### config.mk
export PLATFORM = sky130hd
export DESIGN_NAME = alu_rr_sched
export DESIGN_NICKNAME = d
export VERILOG_FILES = /design/src/rtl/alu_rr_sched.sv
export SDC_FILE = /design/constraint.sdc
export NUM_CORES = 1
export LEC_CHECK = 0
export BUFFER_PORTS_ARGS = -buffer_cell sky130_fd_sc_hd__clkbuf_2
export CORE_MARGIN = 2
export CORE_UTILIZATION = 40
export CTS_CLUSTER_SIZE = 16
export DETAILED_ROUTE_END_ITERATION = 10
export PLACE_DENSITY_LB_ADDON = 0.08
export SLEW_MARGIN = 20
export SYNTH_ARGS = -nofsm -noshare
export SYNTH_HDL_FRONTEND = slang
export SYNTH_SLANG_ARGS = --single-unit
export TNS_END_PERCENT = 10
### constraint.sdc
create_clock -name clk -period 3.15 [get_ports clk]
set_input_delay 0.1575 -clock clk [delete_from_list [all_inputs] [get_ports clk]]
set_output_delay 0.1575 -clock clk [all_outputs]
set_load 0.01 [all_outputs]
### src/rtl/alu_rr_sched.sv
// alu_rr_sched: round-robin scheduler sharing one combinational 8-bit ALU
// between NREQ requesters. The winning request is steered onto the ALU
// inputs and the ALU result is captured in a single-entry response register
// tagged with the requester index.
module alu_rr_sched #(
  parameter int NREQ = 4,
  parameter int IDW  = 2
) (
  input  logic                clk,
  input  logic                rst_n,
  input  logic [NREQ-1:0]     req_valid,
  output logic [NREQ-1:0]     req_ready,
  input  logic [8*NREQ-1:0]   req_a,
  input  logic [8*NREQ-1:0]   req_b,
  input  logic [4*NREQ-1:0]   req_op,
  output logic [7:0]          alu_a,
  output logic [7:0]          alu_b,
  output logic [3:0]          alu_opcode,
  input  logic [7:0]          alu_y,
  output logic                rsp_valid,
  input  logic                rsp_ready,
  output logic [7:0]          rsp_y,
  output logic [IDW-1:0]      rsp_id,
  output logic                rsp_err,
  output logic                rsp_zero
);

  localparam int unsigned     NREQ_U   = NREQ;
  // After reset the pointer sits on the last index so requester 0 wins first.
  localparam logic [IDW-1:0]  LAST_RST = IDW'(NREQ - 1);

  // Index reached by stepping 'off' positions past 'base', wrapping modulo
  // NREQ. base < NREQ and off <= NREQ, so one conditional subtract suffices.
  function automatic logic [IDW-1:0] rr_index(input logic [IDW-1:0] base,
                                              input int unsigned    off);
    int unsigned sum;
    sum = 32'(base) + off;
    if (sum >= NREQ_U) begin
      sum = sum - NREQ_U;
    end else begin
      sum = sum;
    end
    return IDW'(sum);
  endfunction

  // Opcodes above 0xB are undefined for the shared ALU.
  function automatic logic op_illegal(input logic [3:0] op);
    return (op > 4'hB);
  endfunction

  // Response register and round-robin pointer.
  logic [IDW-1:0] last_q,      last_d;
  logic           rsp_valid_q, rsp_valid_d;
  logic [7:0]     rsp_y_q,     rsp_y_d;
  logic [IDW-1:0] rsp_id_q,    rsp_id_d;
  logic           rsp_err_q,   rsp_err_d;
  logic           rsp_zero_q,  rsp_zero_d;

  // Combinational arbitration results.
  logic           slot_free_s;
  logic           grant_found_s;
  logic [IDW-1:0] grant_idx_s;
  logic           accept_s;

  // The response slot can take a new result when empty or being drained now.
  always_comb begin
    slot_free_s = !rsp_valid_q || rsp_ready;
  end

  // Round-robin search starting just after the last granted index. When no
  // request is pending the index defaults to last+1, which also selects the
  // (don't-care) ALU operands in the idle case.
  always_comb begin
    grant_found_s = 1'b0;
    grant_idx_s   = rr_index(last_q, 32'd1);
    for (int unsigned k = 1; k <= NREQ_U; k++) begin
      if (!grant_found_s && req_valid[rr_index(last_q, k)]) begin
        grant_found_s = 1'b1;
        grant_idx_s   = rr_index(last_q, k);
      end else begin
        grant_found_s = grant_found_s;
      end
    end
  end

  // A grant is only issued while the response slot can absorb the result.
  always_comb begin
    accept_s = grant_found_s && slot_free_s;
  end

  // One-hot ready towards the winner; all zero when nothing is accepted.
  always_comb begin
    req_ready = '0;
    for (int i = 0; i < NREQ; i++) begin
      if (accept_s && (IDW'(i) == grant_idx_s)) begin
        req_ready[i] = 1'b1;
      end else begin
        req_ready[i] = 1'b0;
      end
    end
  end

  // Steer the selected requester's operands and opcode onto the shared ALU.
  always_comb begin
    alu_a      = 8'h00;
    alu_b      = 8'h00;
    alu_opcode = 4'h0;
    for (int i = 0; i < NREQ; i++) begin
      if (IDW'(i) == grant_idx_s) begin
        alu_a      = req_a[8*i +: 8];
        alu_b      = req_b[8*i +: 8];
        alu_opcode = req_op[4*i +: 4];
      end else begin
        alu_a      = alu_a;
        alu_b      = alu_b;
        alu_opcode = alu_opcode;
      end
    end
  end

  // Next-state for the response register and pointer. An accept overrides a
  // simultaneous drain, so the slot stays full with the newer result.
  always_comb begin
    last_d      = last_q;
    rsp_valid_d = rsp_valid_q;
    rsp_y_d     = rsp_y_q;
    rsp_id_d    = rsp_id_q;
    rsp_err_d   = rsp_err_q;
    rsp_zero_d  = rsp_zero_q;
    if (accept_s) begin
      rsp_valid_d = 1'b1;
      rsp_y_d     = alu_y;
      rsp_id_d    = grant_idx_s;
      rsp_err_d   = op_illegal(alu_opcode);
      rsp_zero_d  = (alu_y == 8'h00);
      last_d      = grant_idx_s;
    end else if (rsp_valid_q && rsp_ready) begin
      rsp_valid_d = 1'b0;
    end else begin
      rsp_valid_d = rsp_valid_q;
    end
  end

  // State registers with asynchronous active-low reset.
  always_ff @(posedge clk or negedge rst_n) begin
    if (!rst_n) begin
      last_q      <= LAST_RST;
      rsp_valid_q <= 1'b0;
      rsp_y_q     <= 8'h00;
      rsp_id_q    <= '0;
      rsp_err_q   <= 1'b0;
      rsp_zero_q  <= 1'b0;
    end else begin
      last_q      <= last_d;
      rsp_valid_q <= rsp_valid_d;
      rsp_y_q     <= rsp_y_d;
      rsp_id_q    <= rsp_id_d;
      rsp_err_q   <= rsp_err_d;
      rsp_zero_q  <= rsp_zero_d;
    end
  end

  assign rsp_valid = rsp_valid_q;
  assign rsp_y     = rsp_y_q;
  assign rsp_id    = rsp_id_q;
  assign rsp_err   = rsp_err_q;
  assign rsp_zero  = rsp_zero_q;

endmodule

* Word-level counts from Yosys, hierarchy flattened
Cells that the tools add are included.
Operators by class: reductions and logical operators 17, mux-type cells 37, $lt $le $gt $ge 9, add/sub/neg operators 8, eq/ne operators 3
Operators with widths (number):
- 8-bit two-way mux | 8
- 4-bit two-way mux | 4
- 1-bit two-way mux | 14
- 2-bit two-way mux | 7
- 2-bit by 3-bit less-than comparator with 1-bit output (second input constant) | 4
- 3-bit >= comparator (second input constant) | 3
- 1-bit logical AND | 9
- 1-bit binary-select mux with 2-bit select | 4
- 8-bit logical NOT | 1
- 2-bit by 1-bit subtractor with 2-bit output (second input constant) | 4
- 2-bit by 2-bit adder with 3-bit output (second input constant) | 2
- 2-bit by 3-bit adder with 4-bit output (second input constant) | 1
- 2-bit == test (first input constant) | 2
- 4-bit by 3-bit >= comparator with 1-bit output (second input constant) | 1
- 4-bit > comparator (second input constant) | 1
- 1-bit logical NOT | 4
- 2-bit by 1-bit adder with 3-bit output (second input constant) | 1
- 1-bit by 2-bit == test with 1-bit output (first input constant) | 1
- 2-bit logical NOT | 1
- 2-bit nonzero test | 1
- 1-bit logical OR | 1
Storage, ports and cells: flip-flop bits (word level) 15, input port bits 95, logic and storage cells 80, output and inout port bits 37

* Logic depth before layout (Yosys ltp)
Gate-level depths: netlist of the first run.
depth in word-level cells 21, depth in mapped cells 7, depth with buffers taken out 6

* Worst setup path after synthesis of the first run
OpenSTA, ideal clock, no wires.
path type register -> output, from register last_q[0], to output alu_b[3], data required time 2992 ps, cell stages (with the launch flop) 7, slack 1216 ps, data arrival time 1777 ps, cell sequence dfstp_2 xnor2_1 a221oi_4 buf_6 mux2_2 nor2_1 a21oi_1
On the way: cells in the longest elaborated chain, start to end 20
RTL lines:
- from (decl) | line 52 | logic [IDW-1:0] last_q, last_d;
- from (signal assigned) | line 154 | last_q <= last_d;
- 2-bit by 1-bit adder with 3-bit output | line 37 | sum = 32'(base) + off;
- 3-bit >= comparator or 2-bit by 1-bit subtractor with 2-bit output (tied branches) | line 38, 39
- 2-bit two-way mux | line 38 | if (sum >= NREQ_U) begin
- 1-bit binary-select mux with 2-bit select | line 77 | if (!grant_found_s && req_valid[rr_index(last_q, k)]) begin
- 1-bit two-way mux (implied by the code) | line 77
- 1-bit two-way mux | line 77
- 1-bit logical NOT | line 77
- 1-bit logical AND | line 77
- (+2 left out)
- 1-bit logical AND | line 77
- 1-bit two-way mux | line 77
- 1-bit logical NOT | line 77
- 1-bit logical AND | line 77
- 2-bit two-way mux * | line 77
- 2-bit logical NOT | line 109 | if (IDW'(i) == grant_idx_s) begin
- 8-bit two-way mux (3 in a row) | line 109
- 8-bit two-way mux * | line 109
- to (decl) | line 17 | output logic [7:0] alu_b,
Mark *: on every way between the ends. The rest lies on a longest branch, timed or not. The select of a mux whose other input is x is not followed.

* Worst setup path after layout of the first run
from register last_q[0], to output req_ready[0]
On the way: cells in the longest elaborated chain, start to end 18
RTL lines:
- 2-bit by 1-bit adder with 3-bit output | line 37
- 3-bit >= comparator or 2-bit by 1-bit subtractor with 2-bit output (tied branches) | line 38, 39
- 2-bit two-way mux | line 38
- 1-bit binary-select mux with 2-bit select | line 77
- 1-bit two-way mux (implied by the code) | line 77
- 1-bit two-way mux | line 77
- 1-bit logical NOT | line 77
- 1-bit logical AND | line 77
- (+2 left out)
- 1-bit logical AND | line 77
- 1-bit two-way mux | line 77
- 1-bit logical NOT | line 77
- 1-bit logical AND | line 77
- 2-bit two-way mux or 1-bit two-way mux (tied branches) | line 77
- 2-bit logical NOT or 1-bit logical AND (tied branches) | line 95, 88
- 1-bit logical AND * | line 95 | if (accept_s && (IDW'(i) == grant_idx_s)) begin
- 1-bit two-way mux * | line 95
- to (decl) | line 12 | output logic [NREQ-1:0] req_ready,
Marked as above.

==> results of run 1 <==
-- final timing paths --
path / end / slack [ns] / cells after the start
setup reg to reg: rsp_err / 1.18 / 6
min in group asynchronous: rsp_y[6] / 0.31 / 2
max in group asynchronous: last_q[1] / 2.54 / 2
setup / recovery: req_ready[0] / 0.77 / 7
hold / removal: rsp_valid / 0.06 / 2
hold reg to reg: rsp_id[0] / 0.50 / 1
-- stage by stage --
| step | util [%] | area (µm²) | setup WS (ns) |
|---|---|---|---|
| final | 62.4 | 2100 | 0.770 |
| after global routing | 62.4 | 2100 | 0.538 |
| after CTS | 62.4 | 2100 | 0.732 |
| after detailed placement | 61.3 | 2060 | 1.05 |
| after global placement | 61.3 | 2060 | 1.10 |
| after floorplan | - | 1400 | 1.22 |
-- metal layers --
layer	routed length [µm]	share of wire, %
met5	0	0
met4	17	0.44
met3	300	7.8
met2	2060	54
met1	1460	38
-- worst max-delay path, cell delays in order, from the launching register on --
cell	delay (ns)
dfstp_2	0.59
nor2b_2	0.06
o21ai_0	0.15
o221a_2	0.42
buf_4	0.33
nand2_1	0.14
nor2_1	0.11
clkbuf_2	0.14
-- sequential cells by signal, indices dropped and copies added (netlist names) --
signal	count
rsp_y	8
rsp_valid	1
rsp_id	2
last_q	2
rsp_zero	1
rsp_err	1
-- synth_stat cells, types with 2 or more instances --
library cell / number
a21oi_1: 23
a22oi_2: 2
buf_1: 4
buf_12: 2
buf_6: 2
clkbuf_1: 2
dfrtp_1: 13
dfstp_2: 2
inv_1: 5
mux2_2: 26
mux2i_1: 20
nand2_1: 4
nand2b_1: 3
nor2_1: 22
nor2b_1: 2
nor4_1: 2
o21a_1: 3
o21ai_0: 4
-- logic make-up (layout without fill, tap and decap cells) --
group	Yosys count	in the layout
compound gates	37	37
xor+xnor	1	1
simple gates	38	38
buf+inv	16	144
mux	46	46
flops	15	15
-- power by group --
part / internal (µW) / leakage [µW] / total [µW] / switching (µW)
Sequential: 230 / 0.000172 / 252 / 21.8
Clock: 47.1 / 0.0000177 / 106 / 59.0
Combinational: 382 / 0.000947 / 773 / 391
-- area by class of cell --
class                           instances  area, µm²
Clock buffer                            3       22.5
Tap cell                               46       57.6
Inverter                                5       18.8
Clock inverter                          1       5.00
Fill cell                             317       1260
Multi-Input combinational cell        122        916
Timing Repair Buffer                  135        701
Sequential cell                        15        378
==> impl_metrics.py, run 1 <==
metrics = {
    "sta": {
        "relSlewSlack_pct": 63.8,
        "setup_tns_ns": 0,
        "finClkSkew_ns": 0.00254,
        "rsz0062_at_grt": "false",
        "drv_slew": 0,
        "hold_viol": 0,
        "fin_crit_sh_pct": 75.6,
        "max_freq_mhz": 420,
        "fin_crit_ns": 2.38,
        "setup_viol": 0,
        "holdWs_ns": 0.0631,
        "tightestPinTransition_ns": 0.542,
    },
    "grt": {
        "use_met1_pct": 17.9,
        "grt-busiest-layer": "met2",
        "track_usage_pct": 18.1,
        "grt_max_degree": 46,
        "grt_pass1_wl_mm": 5.95,
        "gr-total-overflow": 0,
        "use_met3_pct": 2.50,
        "use_met2_pct": 37.9,
        "grt_pass1_vias": 1424,
        "antenna_found_initial": 0,
    },
    "setup_path": {
        "crit_path_max_fanout": 27,
        "worst-setup-path-type": "flop to output port",
        "crit_start": "last_q[0]",
        "r2r-start": "last_q[0]",
        "crit_arrival_ns": 2.22,
        "endpoint_kind": "output port",
        "worstPathRequired_ns": 2.99,
        "critPathLaunchType": "flop",
    },
    "placement": {
        "dp.cells": 322,
        "place_hpwl_mm": 3.22,
        "portBuffers": 131,
        "gp_congestion": 0.727,
    },
    "clock_network": {
        "cts_tree": "done",
        "cts_buffers": 3,
        "insertion_delay_ns": 0.28,
        "cts_buffer_depth": 2,
        "cts_setup_buffers": 0,
        "cts.sinks": 15,
        "clk_pin_slew_ns": 0.08,
        "clockRootBuffer": "clkbuf_4",
        "cts_resized": 0,
        "htree_levels": 1,
        "postCtsHoldBufs": 1,
    },
    "logic_synthesis": {
        "synth_cells": 153,
        "syn_area_um2": 1400,
        "yosys.area.top_type": "dfrtp_1",
        "synth_simple_gate_area_share_pct": 12.3,
        "synth-xor-area-share_pct": 0.624,
        "ys_types": 30,
        "synth_edf_count": 0,
        "ys_ff_latch": 15,
        "synth_async_sr_flop_share_pct": 100,
        "synth.area.mux_share_pct": 35.1,
        "synth_compound_area_share_pct": 17.2,
        "ys.flop_type": "dfrtp_1",
        "yosys.area.top_type_share_pct": 23.2,
        "synth_adder_area_share_pct": 0,
        "syn-num-nets": 248,
        "synth_area_leaders": "dfrtp_1 23%, mux2_2 21%, mux2i_1 14%",
        "yosysSeqAreaShare_pct": 26.9,
        "ys.warnings.count": 0,
        "synth_top_family_by_area": "multiplexers",
        "syn_area_per_cell_um2": 9.17,
    },
    "drt": {
        "finalWirelength_mm": 3.83,
        "vias": 1550,
        "ant_nets": 0,
        "drt_iter0_drc": 35,
        "via_per_inst": 4.74,
        "firstDrtPassIters": 5,
        "drcViolationCount": 0,
        "wl_per_cell_um": 11.7,
    },
    "power": {
        "p_total_uw": 1130,
        "power_density_nw_per_um2": 539,
        "leakage_uw": 0.00114,
        "vdd_ir_drop_max_uv": 307,
    },
    "min_path": {
        "hold_start": "rsp_ready",
        "hold_class": "primary input to flop",
    },
    "floorplanning": {
        "core_um2": 3360,
        "die-area_um2": 4000,
        "die_h_um": 63.2,
        "ios": 132,
        "chipWidth_um": 63.2,
        "rows": 21,
        "start_util_pct": 41.7,
    },
    "layout": {
        "layout_commonest_cell": "clkbuf_2",
        "drive_gt1_share_pct": 61.2,
        "layout_common_cells": "131 x clkbuf_2, 26 x mux2_2, 23 x a21oi_1",
        "nets": 377,
        "final_cells": 327,
        "area_delta_synth_final_pct": 49.6,
        "diodes": 0,
    },
    "run_status": {
        "status": "complete, no violations",
    },
    "job": {
        "drv_cap": 0,
    },
}
No activity file was read; power rests on OpenSTA's default activity.
==> run 2: changes to the inputs <==
--- a/config.mk
+++ b/config.mk
@@ -7,7 +7,7 @@
 export LEC_CHECK = 0
 export BUFFER_PORTS_ARGS = -buffer_cell sky130_fd_sc_hd__clkbuf_2
 export CORE_MARGIN = 2
-export CORE_UTILIZATION = 40
+export CORE_UTILIZATION = 33
 export CTS_CLUSTER_SIZE = 16
 export DETAILED_ROUTE_END_ITERATION = 10
 export PLACE_DENSITY_LB_ADDON = 0.08
==> constraint.sdc (replaced) <==
create_clock -name clk -period 1.9 [get_ports clk]
set_input_delay 0.095 -clock clk [delete_from_list [all_inputs] [get_ports clk]]
set_output_delay 0.095 -clock clk [all_outputs]
set_load 0.01 [all_outputs]
==> impl_metrics.py, run 2 (same netlist as run 1, synthesis figures left out) <==
metrics = {
    "run_status": {
        "status": "complete, but fails checks",
        "violations": "negative setup slack",
    },
    "clock_network": {
        "insertion_delay_ns": 0.24,
        "htree_levels": 1,
        "cts_buffers": 3,
        "clk_pin_slew_ns": 0.06,
        "cts_buffer_depth": 2,
        "cts_tree": "done",
        "clockRootBuffer": "clkbuf_8",
        "cts.sinks": 15,
    },
    "layout": {
        "nets": 392,
        "layout_commonest_cell": "clkbuf_2",
        "area_delta_synth_final_pct": 71.5,
        "diodes": 0,
        "fillers": 386,
        "drive_gt1_share_pct": 67.6,
        "layout_common_cells": "123 x clkbuf_2, 20 x mux2i_1, 20 x a21oi_1",
        "final_cells": 346,
        "stdcell_area_um2": 2400,
        "largest_reg_flops": 8,
    },
    "sta": {
        "rsz0062_at_grt": "true",
        "fin_ws_ns": -0.327,
        "finClkSkew_ns": 0.00123,
        "max_freq_mhz": 449,
        "fin_crit_ns": 2.23,
        "relSlewSlack_pct": 63.9,
        "fin_crit_sh_pct": 117,
        "tightestPinTransition_ns": 0.541,
        "setup_viol": 25,
        "drv_slew": 0,
        "hold_viol": 0,
    },
    "grt": {
        "gr-total-overflow": 0,
        "grt_pass1_vias": 1598,
        "grt_max_degree": 31,
        "grt_pass1_wl_mm": 6.82,
        "antenna_found_initial": 0,
        "track_usage_pct": 16.3,
    },
    "floorplanning": {
        "rows": 23,
        "die_h_um": 69.2,
        "ios": 132,
        "chipWidth_um": 69.2,
        "start_util_pct": 34.6,
        "die-area_um2": 4790,
        "core_um2": 4060,
    },
    "placement": {
        "place_hpwl_mm": 3.32,
        "portBuffers": 131,
        "dp.cells": 331,
        "placedInstanceArea_um2": 2120,
        "gp_congestion": 0.721,
    },
    "drt": {
        "wl_met3_um": 361,
        "routed.top_layer": "met4",
        "vias": 1667,
        "drt_iter0_drc": 24,
        "firstDrtPassIters": 4,
        "wl_met1_mm": 1.76,
        "ant_nets": 0,
        "wl_met2_mm": 2.23,
        "drcViolationCount": 0,
        "finalWirelength_mm": 4.38,
        "via_per_inst": 4.82,
        "wl_per_cell_um": 12.7,
    },
    "setup_path": {
        "crit_arrival_ns": 2.13,
        "worst-setup-path-type": "flop to output port",
        "endpoint_kind": "output port",
        "worstPathRequired_ns": 1.80,
        "crit_path_max_fanout": 7,
        "critPathLaunchType": "flop",
    },
    "power": {
        "power_density_nw_per_um2": 992,
        "vdd_ir_drop_max_uv": 595,
        "leakage_uw": 0.00129,
    },
    "min_path": {
        "hold_class": "primary input to flop",
    },
    "job": {
        "drv_cap": 0,
    },
}
run 2: cell count changes in the layout (fill, tap and decap cells not counted), moves of 3 or more:
cell,delta
mux2_4,+8
clkbuf_2,-8
buf_4,+8
buf_2,+8
a21oi_1,-3
nor2_1,-9
clkbuf_8,+3
nor2_2,+9
mux2_2,-8
clkbuf_4,-3
run 2: cell type report:
cell class	count	area (µm²)	area share [%]
Clock buffer	4	45.0	1.87
Inverter	5	18.8	0.780
Multi-Input combinational cell	122	1010	42.1
Sequential cell	15	378	15.7
Tap cell	50	62.6	2.60
Timing Repair Buffer	150	888	36.9
run 2: timing repair:
action | in CTS | in global routing
endpoints found under the hold margin | 13 | 0
setup endpoints to repair | 24 | 25
gates cloned | 0 | 2
pin swaps | 2 | 3
buffers inserted | 0 | 8
hold buffers | 1 | 0
gates resized for setup | 6 | 31
run 2: where the power goes:
| part | switching, µW | internal [µW] | leakage [µW] |
|---|---|---|---|
| Sequential | 40.5 | 383 | 0.000172 |
| Combinational | 766 | 938 | 0.00110 |
| Clock | 109 | 148 | 0.0000228 |
| Total | 916 | 1470 | 0.00129 |
run 2: path summary, 6_finish.rpt:
kind / from / end / slack, ns / cells after the start
setup reg to reg: last_q[1] / rsp_err / -0.07 / 9
hold reg to reg: rsp_id[1] / rsp_id[1] / 0.50 / 1
hold / removal: rsp_ready / rsp_valid / 0.05 / 2
max in group asynchronous: rst_n / last_q[1] / 1.29 / 2
setup / recovery: last_q[0] / alu_b[1] / -0.33 / 8
min in group asynchronous: rst_n / rsp_y[2] / 0.30 / 2
run 2: routing by layer:
metal / track usage (%) / vias to the layer above
li1: - / 835
met1: 18.1 / 750
met2: 31.4 / 78
met3: 3.92 / 4
met4: 2.61 / 0
met5: 0 / -
run 2: critical path, stage by stage, from the launching register on:
cell and delay (ns):
dfstp_2 0.59, xnor2_2 0.09, a221oi_4 0.30, buf_6 0.16, clkbuf_16 0.14, mux2_2 0.33, nor2_1 0.09, a21oi_1 0.05
clkbuf_2 0.13
run 2: metrics by stage:
stage / util [%] / setup WS, ns / power, µW / TNS [ns] / hold WS (ns)
after floorplan: - / 0.0285 / 1370 / 0 / -0.201
after global placement: 52.2 / -0.0162 / 1800 / -0.0620 / 0.0296
after detailed placement: 52.2 / -0.0311 / 1810 / -0.303 / 0.0276
after CTS: 54.4 / -0.289 / 2100 / -5.59 / 0.0563
after global routing: 59.3 / -0.413 / 2560 / -8.56 / 0.0582
final: 59.3 / -0.327 / 2390 / -6.24 / 0.0543
